--- src/rtl/overlay_fetch_sched_if.sv ---
// SDRAM channel bus between the overlay fetch scheduler (master) and the sdram controller (slave).
interface overlay_fetch_sched_if;
    logic        mem_req;
    logic        mem_rnw;
    logic [23:0] mem_addr;
    logic [15:0] mem_din;
    logic        mem_ack;
    logic [31:0] mem_dout;

    modport master (
        output mem_req, mem_rnw, mem_addr, mem_din,
        input  mem_ack, mem_dout
    );

    modport slave (
        input  mem_req, mem_rnw, mem_addr, mem_din,
        output mem_ack, mem_dout
    );
endinterface

--- src/rtl/overlay_fetch_sched.sv ---
// Overlay SDRAM scheduler: download writes vs raster prefetch reads into a pixel FIFO.
// Define OVERLAY_FETCH_STATS_EN to add per-frame underrun count and minimum FIFO level outputs.
module overlay_fetch_sched #(
    parameter int FIFO_DEPTH = 8,
    parameter int SKIP_W     = 4
) (
    input  logic                         clk_sys,
    input  logic                         reset_n,
    input  logic                         enable,
    input  logic                         dl_active,
    input  logic                         dl_wr,
    input  logic [24:0]                  dl_addr,
    input  logic [7:0]                   dl_data,
    input  logic                         vs,
    input  logic                         de,
    input  logic                         ce_pix,
    output logic [15:0]                  pix_rgba,
    output logic                         pix_valid,
    output logic                         underflow,
`ifdef OVERLAY_FETCH_STATS_EN
    output logic [15:0]                  stat_underruns,
    output logic [$clog2(FIFO_DEPTH):0]  stat_fifo_min,
`endif
    overlay_fetch_sched_if.master        mem
);

    localparam int PW = $clog2(FIFO_DEPTH);
    localparam int CW = PW + 1;
    localparam logic [CW-1:0]     DEPTH_C  = CW'(FIFO_DEPTH);
    localparam logic [SKIP_W-1:0] SKIP_MAX = {SKIP_W{1'b1}};

    localparam logic [1:0] IDLE    = 2'd0;
    localparam logic [1:0] RD_WAIT = 2'd1;
    localparam logic [1:0] WR_WAIT = 2'd2;
    localparam logic [1:0] FLUSH   = 2'd3;

    logic [1:0]        state_q, state_d;
    logic              req_q, req_d, rnw_q, rnw_d;
    logic [23:0]       addr_q, addr_d;
    logic [15:0]       din_q, din_d;
    logic [7:0]        lo_q, lo_d;
    logic              hold_vld_q, hold_vld_d;
    logic [23:0]       hold_addr_q, hold_addr_d;
    logic [15:0]       hold_data_q, hold_data_d;
    logic [23:0]       rd_addr_q, rd_addr_d;
    logic [PW-1:0]     rptr_q, rptr_d, wptr_q, wptr_d;
    logic [CW-1:0]     cnt_q, cnt_d;
    logic              half_q, half_d;
    logic [SKIP_W-1:0] skip_q, skip_d;
    logic [15:0]       pix_q, pix_d;
    logic              pvld_q, pvld_d, unf_q, unf_d;
    logic              vs_q;
    logic [31:0]       fifo_q [FIFO_DEPTH];

    logic        vs_rise, active, flush, pair, strobe, fifo_empty;
    logic        rd_ack, push, discard, pop, empty_odd, issue_wr;
    logic [31:0] head;

    assign vs_rise    = vs & ~vs_q;
    assign active     = enable & ~dl_active;
    // Any of these invalidates the prefetched stream and restarts it at address 0.
    assign flush      = vs_rise | ~active;
    assign pair       = dl_active & dl_wr & dl_addr[0];
    assign strobe     = ce_pix & de & ~flush;
    assign fifo_empty = (cnt_q == '0);
    assign head       = fifo_q[rptr_q];
    assign rd_ack     = (state_q == RD_WAIT) & mem.mem_ack & ~flush;
    assign push       = rd_ack & (skip_q == '0);
    assign discard    = rd_ack & (skip_q != '0);
    assign pop        = strobe & ~fifo_empty & half_q;
    assign empty_odd  = strobe & fifo_empty & half_q;

    always_comb begin
        state_d     = state_q;
        req_d       = req_q;
        rnw_d       = rnw_q;
        addr_d      = addr_q;
        din_d       = din_q;
        lo_d        = lo_q;
        hold_vld_d  = hold_vld_q;
        hold_addr_d = hold_addr_q;
        hold_data_d = hold_data_q;
        rd_addr_d   = rd_addr_q;
        issue_wr    = 1'b0;

        case (state_q)
            IDLE: begin
                if (hold_vld_q) begin
                    issue_wr = 1'b1;
                    req_d    = 1'b1;
                    rnw_d    = 1'b0;
                    addr_d   = hold_addr_q;
                    din_d    = hold_data_q;
                    state_d  = WR_WAIT;
                end else if (!flush && cnt_q < DEPTH_C) begin
                    req_d   = 1'b1;
                    rnw_d   = 1'b1;
                    addr_d  = rd_addr_q;
                    state_d = RD_WAIT;
                end
            end
            RD_WAIT: begin
                if (mem.mem_ack) begin
                    req_d     = 1'b0;
                    state_d   = IDLE;
                    rd_addr_d = rd_addr_q + 24'd2;
                end else if (flush) begin
                    state_d = FLUSH;
                end
            end
            WR_WAIT, FLUSH: begin
                if (mem.mem_ack) begin
                    req_d   = 1'b0;
                    state_d = IDLE;
                end
            end
            default: state_d = IDLE;
        endcase

        if (dl_active && dl_wr && !dl_addr[0])
            lo_d = dl_data;

        // Hold frees as it is copied onto the bus, so a pair can queue behind an in-flight write.
        if (issue_wr)
            hold_vld_d = 1'b0;
        if (pair && (!hold_vld_q || issue_wr)) begin
            hold_vld_d  = 1'b1;
            hold_addr_d = dl_addr[24:1];
            hold_data_d = {dl_data, lo_q};
        end

        if (flush)
            rd_addr_d = '0;
    end

    always_comb begin
        rptr_d = rptr_q;
        wptr_d = wptr_q;
        cnt_d  = cnt_q;
        half_d = half_q;
        skip_d = skip_q;
        pix_d  = pix_q;
        pvld_d = 1'b0;
        unf_d  = unf_q;

        if (push)
            wptr_d = wptr_q + 1'b1;
        if (pop)
            rptr_d = rptr_q + 1'b1;
        case ({push, pop})
            2'b10:   cnt_d = cnt_q + 1'b1;
            2'b01:   cnt_d = cnt_q - 1'b1;
            default: cnt_d = cnt_q;
        endcase

        if (strobe) begin
            half_d = ~half_q;
            if (fifo_empty) begin
                pix_d = '0;
                unf_d = 1'b1;
            end else begin
                pix_d  = half_q ? head[31:16] : head[15:0];
                pvld_d = 1'b1;
            end
        end

        // Skip counts words whose pixels were already missed; they are dropped on arrival.
        if (discard && !empty_odd)
            skip_d = skip_q - 1'b1;
        else if (empty_odd && !discard && skip_q != SKIP_MAX)
            skip_d = skip_q + 1'b1;

        if (!active)
            pix_d = '0;
        if (flush) begin
            rptr_d = '0;
            wptr_d = '0;
            cnt_d  = '0;
            half_d = 1'b0;
            skip_d = '0;
        end
        if (vs_rise)
            unf_d = 1'b0;
    end

    always_ff @(posedge clk_sys or negedge reset_n) begin
        if (!reset_n) begin
            state_q     <= IDLE;
            req_q       <= 1'b0;
            rnw_q       <= 1'b0;
            addr_q      <= '0;
            din_q       <= '0;
            lo_q        <= '0;
            hold_vld_q  <= 1'b0;
            hold_addr_q <= '0;
            hold_data_q <= '0;
            rd_addr_q   <= '0;
            rptr_q      <= '0;
            wptr_q      <= '0;
            cnt_q       <= '0;
            half_q      <= 1'b0;
            skip_q      <= '0;
            pix_q       <= '0;
            pvld_q      <= 1'b0;
            unf_q       <= 1'b0;
            vs_q        <= 1'b0;
        end else begin
            state_q     <= state_d;
            req_q       <= req_d;
            rnw_q       <= rnw_d;
            addr_q      <= addr_d;
            din_q       <= din_d;
            lo_q        <= lo_d;
            hold_vld_q  <= hold_vld_d;
            hold_addr_q <= hold_addr_d;
            hold_data_q <= hold_data_d;
            rd_addr_q   <= rd_addr_d;
            rptr_q      <= rptr_d;
            wptr_q      <= wptr_d;
            cnt_q       <= cnt_d;
            half_q      <= half_d;
            skip_q      <= skip_d;
            pix_q       <= pix_d;
            pvld_q      <= pvld_d;
            unf_q       <= unf_d;
            vs_q        <= vs;
        end
    end

    always_ff @(posedge clk_sys) begin
        if (push)
            fifo_q[wptr_q] <= mem.mem_dout;
    end

    assign mem.mem_req  = req_q;
    assign mem.mem_rnw  = rnw_q;
    assign mem.mem_addr = addr_q;
    assign mem.mem_din  = din_q;
    assign pix_rgba     = pix_q;
    assign pix_valid    = pvld_q;
    assign underflow    = unf_q;

`ifdef OVERLAY_FETCH_STATS_EN
    logic [15:0]   urun_q, stat_urun_q;
    logic [CW-1:0] lvl_min_q, stat_min_q;

    always_ff @(posedge clk_sys or negedge reset_n) begin
        if (!reset_n) begin
            urun_q      <= '0;
            stat_urun_q <= '0;
            lvl_min_q   <= DEPTH_C;
            stat_min_q  <= '0;
        end else if (vs_rise) begin
            stat_urun_q <= urun_q;
            stat_min_q  <= lvl_min_q;
            urun_q      <= '0;
            lvl_min_q   <= DEPTH_C;
        end else begin
            if (strobe && fifo_empty && urun_q != 16'hFFFF)
                urun_q <= urun_q + 1'b1;
            if (de && cnt_q < lvl_min_q)
                lvl_min_q <= cnt_q;
        end
    end

    assign stat_underruns = stat_urun_q;
    assign stat_fifo_min  = stat_min_q;
`endif

endmodule

--- src/flat_wrapper.sv ---
// flat-port wrapper written by rule: the top's interface ports become plain ports
module overlay_fetch_sched_flat 
#(
    parameter int FIFO_DEPTH = 8,
    parameter int SKIP_W     = 4
)
  (clk_sys, reset_n, enable, dl_active, dl_wr, dl_addr, dl_data, vs, de, ce_pix, pix_rgba, pix_valid, underflow, mem_mem_req, mem_mem_rnw, mem_mem_addr, mem_mem_din, mem_mem_ack, mem_mem_dout);
  overlay_fetch_sched_if mem_i ();
  input  logic clk_sys;
  input  logic reset_n;
  input  logic enable;
  input  logic dl_active;
  input  logic dl_wr;
  input  logic [24:0] dl_addr;
  input  logic [7:0] dl_data;
  input  logic vs;
  input  logic de;
  input  logic ce_pix;
  output logic [15:0] pix_rgba;
  output logic pix_valid;
  output logic underflow;
  output wire logic [$bits(mem_i.mem_req)-1:0] mem_mem_req;
  output wire logic [$bits(mem_i.mem_rnw)-1:0] mem_mem_rnw;
  output wire logic [$bits(mem_i.mem_addr)-1:0] mem_mem_addr;
  output wire logic [$bits(mem_i.mem_din)-1:0] mem_mem_din;
  input wire logic [$bits(mem_i.mem_ack)-1:0] mem_mem_ack;
  input wire logic [$bits(mem_i.mem_dout)-1:0] mem_mem_dout;
  assign mem_mem_req = mem_i.mem_req;
  assign mem_mem_rnw = mem_i.mem_rnw;
  assign mem_mem_addr = mem_i.mem_addr;
  assign mem_mem_din = mem_i.mem_din;
  assign mem_i.mem_ack = mem_mem_ack;
  assign mem_i.mem_dout = mem_mem_dout;
  overlay_fetch_sched #(.FIFO_DEPTH(FIFO_DEPTH), .SKIP_W(SKIP_W)) u_core (.clk_sys(clk_sys), .reset_n(reset_n), .enable(enable), .dl_active(dl_active), .dl_wr(dl_wr), .dl_addr(dl_addr), .dl_data(dl_data), .vs(vs), .de(de), .ce_pix(ce_pix), .pix_rgba(pix_rgba), .pix_valid(pix_valid), .underflow(underflow), .mem(mem_i));
endmodule
--- config.mk ---
export PLATFORM = sky130hd
export DESIGN_NAME = overlay_fetch_sched_flat
export DESIGN_NICKNAME = d
export VERILOG_FILES = /design/src/rtl/overlay_fetch_sched_if.sv /design/src/rtl/overlay_fetch_sched.sv /design/src/flat_wrapper.sv
export SDC_FILE = /design/constraint.sdc
export NUM_CORES = 1
export LEC_CHECK = 0
export ABC_AREA = 1
export BUFFER_PORTS_ARGS = -buffer_cell sky130_fd_sc_hd__buf_2
export CAP_MARGIN = 10
export CORE_ASPECT_RATIO = 1.4
export CORE_MARGIN = 2
export CORE_UTILIZATION = 50
export DETAILED_ROUTE_END_ITERATION = 7
export MAX_ROUTING_LAYER = met4
export PLACE_DENSITY = 0.76
export SLEW_MARGIN = 20
export SYNTH_ARGS = -nofsm -noshare
export SYNTH_HDL_FRONTEND = slang
export SYNTH_SLANG_ARGS = --single-unit
--- constraint.sdc ---
create_clock -name clk_sys -period 4.7 [get_ports clk_sys]
set_input_delay 0.235 -clock clk_sys [delete_from_list [all_inputs] [get_ports clk_sys]]
set_output_delay 0.235 -clock clk_sys [all_outputs]
set_load 0.02 [all_outputs]
==> results.sh, run 1 <==
export IMPL_power_density_nw_per_um2=442
export IMPL_max_vdd_ir_drop_mv=0.300
export IMPL_cts_root_buf="clkbuf_16"
export IMPL_area_delta_synth_final_pct=18.3
export IMPL_finalSetupViolations=0
export IMPL_crit_type="reg2reg"
export IMPL_slew_headroom_pct=30.7
export IMPL_layout_worst_path_cycle_share_pct=63.3
export IMPL_synth_top_area_cell="edfxtp_1"
export IMPL_worstSetupEndpointType="register"
export IMPL_numCtsBuffers=39
export IMPL_max_freq_ghz=0.336
export IMPL_std_cell_rows=78
export IMPL_grt_antenna_before_repair=0
export IMPL_portBuffers=133
export IMPL_synth_cell_types=44
export IMPL_htreeDepth=2
export IMPL_syn_area_per_cell_sq_um=11.6
export IMPL_post_dp_cell_area_sq_um=17800
export IMPL_route_detailed_drc=0
export IMPL_maxCapViolations=0
export IMPL_status="completed"
export IMPL_slew_violations=0
export IMPL_start_util_pct=50.9
export IMPL_clk_pin_slew_worst_paths_ps=60
export IMPL_synth_nets=1510
export IMPL_fin_nets=1700
export IMPL_async_flop_share_pct=36.9
export IMPL_p_total_w=0.00867
export IMPL_via_per_inst=5.68
export IMPL_postCtsSetupRepairBufs=0
export IMPL_synth_cells=1427
export IMPL_cts_tree="yes"
export IMPL_synthFlopType="edfxtp_1"
export IMPL_drtIter0Drc=1260
export IMPL_routed_wl_mm=39.6
export IMPL_fp_dieH_um=220
export IMPL_start_kind="register"
export IMPL_utilization_pct=60.2
export IMPL_worst_pin_slew_ps=1040
export IMPL_clock_sinks=406
export IMPL_finalInstanceArea_sq_um=19600
export IMPL_ys_seq_elements=406
export IMPL_hold_viol_final=0
export IMPL_wl_per_cell_um=19.0
export IMPL_grt_first_pass_wirelength_mm=61.5
export IMPL_dieWidth_um=158
export IMPL_syn_area_sq_um=16600
export IMPL_min_period_ps=2970
export IMPL_layout_drive_gt1_share_pct=17.0
export IMPL_overflow=0
export IMPL_yosysTopAreaCellShare_pct=46.3
export IMPL_hp_class="in2reg"
export IMPL_hpwl_mm=23.7
export IMPL_synth_common_cells="256 x edfxtp_1, 196 x nor2_1, 188 x nand2_1"
export IMPL_holdBufCountCts=65
export IMPL_clk_latency_ps=550
export IMPL_yosysWarnings=0
export IMPL_grt_usage_pct=23.4
export IMPL_num_vias=11900
export IMPL_setup_tns_ps=0
export IMPL_cp_required_ps=5120
export IMPL_grt_pass1_vias=11700
export IMPL_synth_area_top_cells="edfxtp_1 46%, dfrtp_1 23%, o21ai_0 5.0%"
export IMPL_rsz0062_at_grt="no"
export IMPL_p_leak_nw=7.60
export IMPL_first_pass_iters=5
export IMPL_synth_yosys_seq_area_share_pct=68.9
export IMPL_antennaDiodeCount=0
export IMPL_gp_routability_congestion=0.859
export IMPL_die_area_sq_um=34700
export IMPL_cp_arrival_ps=3400
export IMPL_synth_most_common_cell="edfxtp_1"
export IMPL_post_cts_resized=0
export IMPL_synth_edff_count=256
export IMPL_cts_max_path_buffers=3
export IMPL_grt_max_degree=74
export IMPL_coreArea_sq_um=32600
export IMPL_cp_max_fo=19
export IMPL_ios=134
export IMPL_postRouteAntennaNets=0
export IMPL_finClkSkew_ps=19.1
-- kinds of logic (layout without fill, tap and decap cells) --
group	count (synthesis)	after routing	share of synthesized area, %
AO/OA/AOI/OAI	298	298	10.7
buffers and inverters	157	376	3.82
AND/OR/NAND/NOR	521	521	13.6
multiplexers	29	29	1.92
XOR/XNOR	7	7	0.369
adder cells (fa/ha/maj)	9	9	0.679
flip-flops	406	406	68.9
-- cell type report --
class                   count  area [sq um]
well taps                 440           551
flip-flops and latches    406         11400
repair buffers            224          1570
clock buffers              56          1060
multi-input cells         864          4560
fillers                  2542         13000
clock inverters            14           134
inverters                  82           312
-- per-stage QoR --
step,hold slack [ps],cells,setup slack [ps]
3_3_place_gp,226,1951,1790
3_5_place_dp,224,1951,1690
4_1_cts,5.78,2086,1690
6_report,22.9,2086,1730
2_1_floorplan,-60.6,1427,837
5_1_grt,26.5,2086,1490
-- power by group --
part	leakage (nW)	internal [W]	switching, W
registers	4.21	0.00418	0.000195
clock network	0.579	0.00169	0.00129
logic	2.81	0.000468	0.000852
-- layout by cell type, fill, tap and decap left out, types with 5 or more instances in the layout --
cell / count
buf_2: 132
o211ai_1: 13
o21ai_1: 5
ha_1: 9
clkbuf_1: 15
nand2_2: 7
clkbuf_16: 39
mux2i_1: 6
nor2_2: 6
o221ai_1: 50
clkinv_2: 5
nand2_1: 188
a21oi_1: 26
dlygate4sd3_1: 65
dfrtp_1: 148
nor3_2: 10
buf_4: 22
mux2_2: 20
nor2_4: 5
a31oi_1: 25
o22ai_1: 5
nand3_1: 67
edfxtp_1: 256
o21ai_0: 167
inv_2: 10
inv_1: 69
nand4_1: 23
nor3_1: 5
nor2_1: 196
-- critical path, cell delays in order, from the launching register on --
cell and delay (ps):
dfrtp_1 560, clkinv_1 720, nor2_2 280, buf_4 270, ha_1 270, xor2_1 130, ha_1 200, a21oi_1 160
xor2_1 170, o22ai_1 80
-- flip-flops by register name (all words and copies together) (netlist names), 4 cells and up --
signal and flops:
u_core.cnt_q 4, u_core.fifo_q 256, u_core.hold_addr_q 24, u_core.hold_data_q 16, u_core.lo_q 8, u_core.mem.mem_addr 24
u_core.mem.mem_din 16, u_core.pix_rgba 16, u_core.rd_addr_q 23, u_core.skip_q 4
-- worst paths after layout --
path                                         from                      end  slack (ps)  cells past startpoint
setup / recovery                    u_core.half_q          u_core.cnt_q[2]        1730                      9
hold / removal                    mem_mem_dout[0]      u_core.fifo_q[6][0]          20                      1
setup reg to reg                    u_core.half_q          u_core.cnt_q[2]        1730                      9
hold reg to reg            u_core.mem.mem_din[12]   u_core.mem.mem_din[12]         470                      2
max in group asynchronous                 reset_n         u_core.rptr_q[0]        3240                      3
min in group asynchronous                 reset_n  u_core.mem.mem_addr[18]         220                      2
-- layer usage --
metal / track usage (%) / wire length [um] / share of wire [%]
met5: - / 0 / 0
met3: 3.50 / 2740 / 6.9
met4: 9.94 / 1410 / 3.6
met2: 39.4 / 20200 / 51
met1: 28.2 / 15300 / 39
No activity file was read; power rests on OpenSTA's default activity.
==> inputs of run 2 (changes only) <==
==> constraint.sdc (replaced) <==
create_clock -name clk_sys -period 3 [get_ports clk_sys]
set_input_delay 0.15 -clock clk_sys [delete_from_list [all_inputs] [get_ports clk_sys]]
set_output_delay 0.15 -clock clk_sys [all_outputs]
set_load 0.02 [all_outputs]
==> results.sh, run 2 (synthesized netlist as in run 1, its figures left out) <==
export IMPL_status="completed"
export IMPL_num_vias=11800
export IMPL_wl_per_cell_um=18.5
export IMPL_std_cell_rows=78
export IMPL_reg2regPathDepth=11
export IMPL_gp_routability_congestion=0.847
export IMPL_dieWidth_um=158
export IMPL_swShare_pct=26.7
export IMPL_cts_tree="yes"
export IMPL_start_kind="register"
export IMPL_slew_headroom_pct=41.9
export IMPL_finalSetupViolations=0
export IMPL_power_density_nw_per_um2=705
export IMPL_first_pass_iters=5
export IMPL_clk_pin_slew_worst_paths_ps=60
export IMPL_p_seq_share_pct=49.1
export IMPL_post_cts_resized=0
export IMPL_whs_ps=36.7
export IMPL_die_area_sq_um=34700
export IMPL_critPathSlowestCell="dfrtp_1"
export IMPL_internal_power_w=0.0102
export IMPL_hpwl_mm=22.8
export IMPL_routed_wl_mm=38.6
export IMPL_min_from="mem_mem_ack"
export IMPL_layout_drive_gt1_share_pct=17.6
export IMPL_crit_type="reg2reg"
export IMPL_htreeDepth=2
export IMPL_largest_reg_flops=256
export IMPL_largest_register="u_core.fifo_q"
export IMPL_via_per_inst=5.65
export IMPL_hp_class="in2reg"
export IMPL_utilization_pct=60.8
export IMPL_p_sw_w=0.00374
export IMPL_setup_tns_ps=0
export IMPL_start_util_pct=50.9
export IMPL_route_detailed_drc=0
export IMPL_p_total_w=0.0140
export IMPL_coreArea_sq_um=32600
export IMPL_clock_sinks=406
export IMPL_grt_pass1_vias=11900
export IMPL_postRouteAntennaNets=0
export IMPL_fin_nets=1701
export IMPL_critPathMaxStageDelay_ps=420
export IMPL_overflow=0
export IMPL_cp_arrival_ps=2960
export IMPL_slew_violations=0
export IMPL_area_delta_synth_final_pct=19.5
export IMPL_cp_required_ps=3420
export IMPL_max_freq_ghz=0.393
export IMPL_ios=134
export IMPL_grt_antenna_before_repair=1
export IMPL_worst_pin_slew_ps=872
export IMPL_final_common_cell="edfxtp_1"
export IMPL_reg2reg_slack_ps=460
export IMPL_combPwrFrac_pct=15.0
export IMPL_clkPwrFrac_pct=35.9
export IMPL_fp_dieH_um=220
export IMPL_grt_usage_pct=23.3
export IMPL_p_leak_nw=7.70
export IMPL_finClkSkew_ps=18.1
export IMPL_min_period_ps=2540
export IMPL_portBuffers=133
export IMPL_layout_worst_path_cycle_share_pct=84.7
export IMPL_path_delay_family="simple AND/OR/NAND/NOR gates"
export IMPL_holdPathStages=4
export IMPL_cp_cell_sequence="or2_2 > nor2_1 > inv_1 > nor2_1 > inv_1 > ha_1 > ha_1 > nand3_1 > nand3b_1 > xor2_1 > o22ai_1"
export IMPL_rsz0062_at_grt="no"
export IMPL_grt_max_degree=130
export IMPL_r2r_start="u_core.skip_q[1]"
export IMPL_grt_first_pass_wirelength_mm=61.7
export IMPL_crit_buf_inv=2
export IMPL_layout_common_cells="256 x edfxtp_1, 196 x nor2_1, 188 x nand2_1"
export IMPL_whs_endpoint="u_core.state_q[0]"
export IMPL_cts_max_path_buffers=3
export IMPL_numCtsBuffers=39
export IMPL_cp_max_fo=5
export IMPL_clk_latency_ps=550
export IMPL_maxCapViolations=0
export IMPL_rr_endpoint="u_core.cnt_q[3]"
export IMPL_cts_root_buf="clkbuf_16"
export IMPL_worstSetupEndpointType="register"
export IMPL_max_vdd_ir_drop_mv=0.551
export IMPL_drtIter0Drc=1223
export IMPL_hold_viol_final=0
## run 2: per-layer routing
metal	vias up	GRT usage (%)	share of wire, %
met4	0	11.6	4.1
met2	471	40.0	51
met5	-	-	0
li1	5459	-	-
met1	5768	26.4	38
met3	117	3.89	6.4
## run 2: layout make-up
| class | count | area (sq um) |
|---|---|---|
| fill | 2487 | 12800 |
| clock inverter | 18 | 233 |
| clock buffer | 54 | 1100 |
| sequential | 406 | 11400 |
| tap | 440 | 551 |
| multi-input combinational | 864 | 4560 |
| inverter | 82 | 312 |
| timing repair buffer | 225 | 1630 |
| antenna | 1 | 2.50 |
## run 2: worst min-delay path, cell delays in order
cell and delay [ps]:
buf_2 110, inv_1 60, nand3_1 120, a31oi_1 90
## run 2: through the flow
stage               setup WS, ps  instance area [sq um]  instances
floorplan                   -863                  16600       1427
global placement             563                  17800       1951
detailed placement           462                  17800       1951
finish                       459                  19800       2090
CTS                          464                  19800       2089
global route                 212                  19800       2090
## run 2: power groups by stage
stage               Clock [W]  Combinational (W)  Sequential [W]
floorplan                   0           0.000989         0.00727
global placement            0            0.00192         0.00693
detailed placement          0            0.00200         0.00696
CTS                   0.00510            0.00209         0.00685
global route          0.00532            0.00235         0.00693
finish                0.00503            0.00209         0.00686
## run 2: worst max-delay path by stage
| stage | startpoint | to | slack [ps] | depth (start not counted) |
|---|---|---|---|---|
| 2_1_floorplan | u_core.skip_q[1] | u_core.fifo_q[4][0] | -860 | 6 |
| 3_3_place_gp | u_core.skip_q[0] | u_core.cnt_q[3] | 560 | 11 |
| 3_5_place_dp | u_core.skip_q[1] | u_core.cnt_q[3] | 460 | 11 |
| 4_1_cts | u_core.skip_q[1] | u_core.cnt_q[3] | 460 | 11 |
| 5_1_grt | u_core.skip_q[0] | u_core.cnt_q[3] | 210 | 11 |
| 6_report | u_core.skip_q[1] | u_core.cnt_q[3] | 460 | 11 |
## run 2: timing repair
item | 4_1_cts | 5_1_grt
hold buffers | 66 | 0
buffers inserted | 0 | 0
endpoints found under the hold margin | 347 | 0
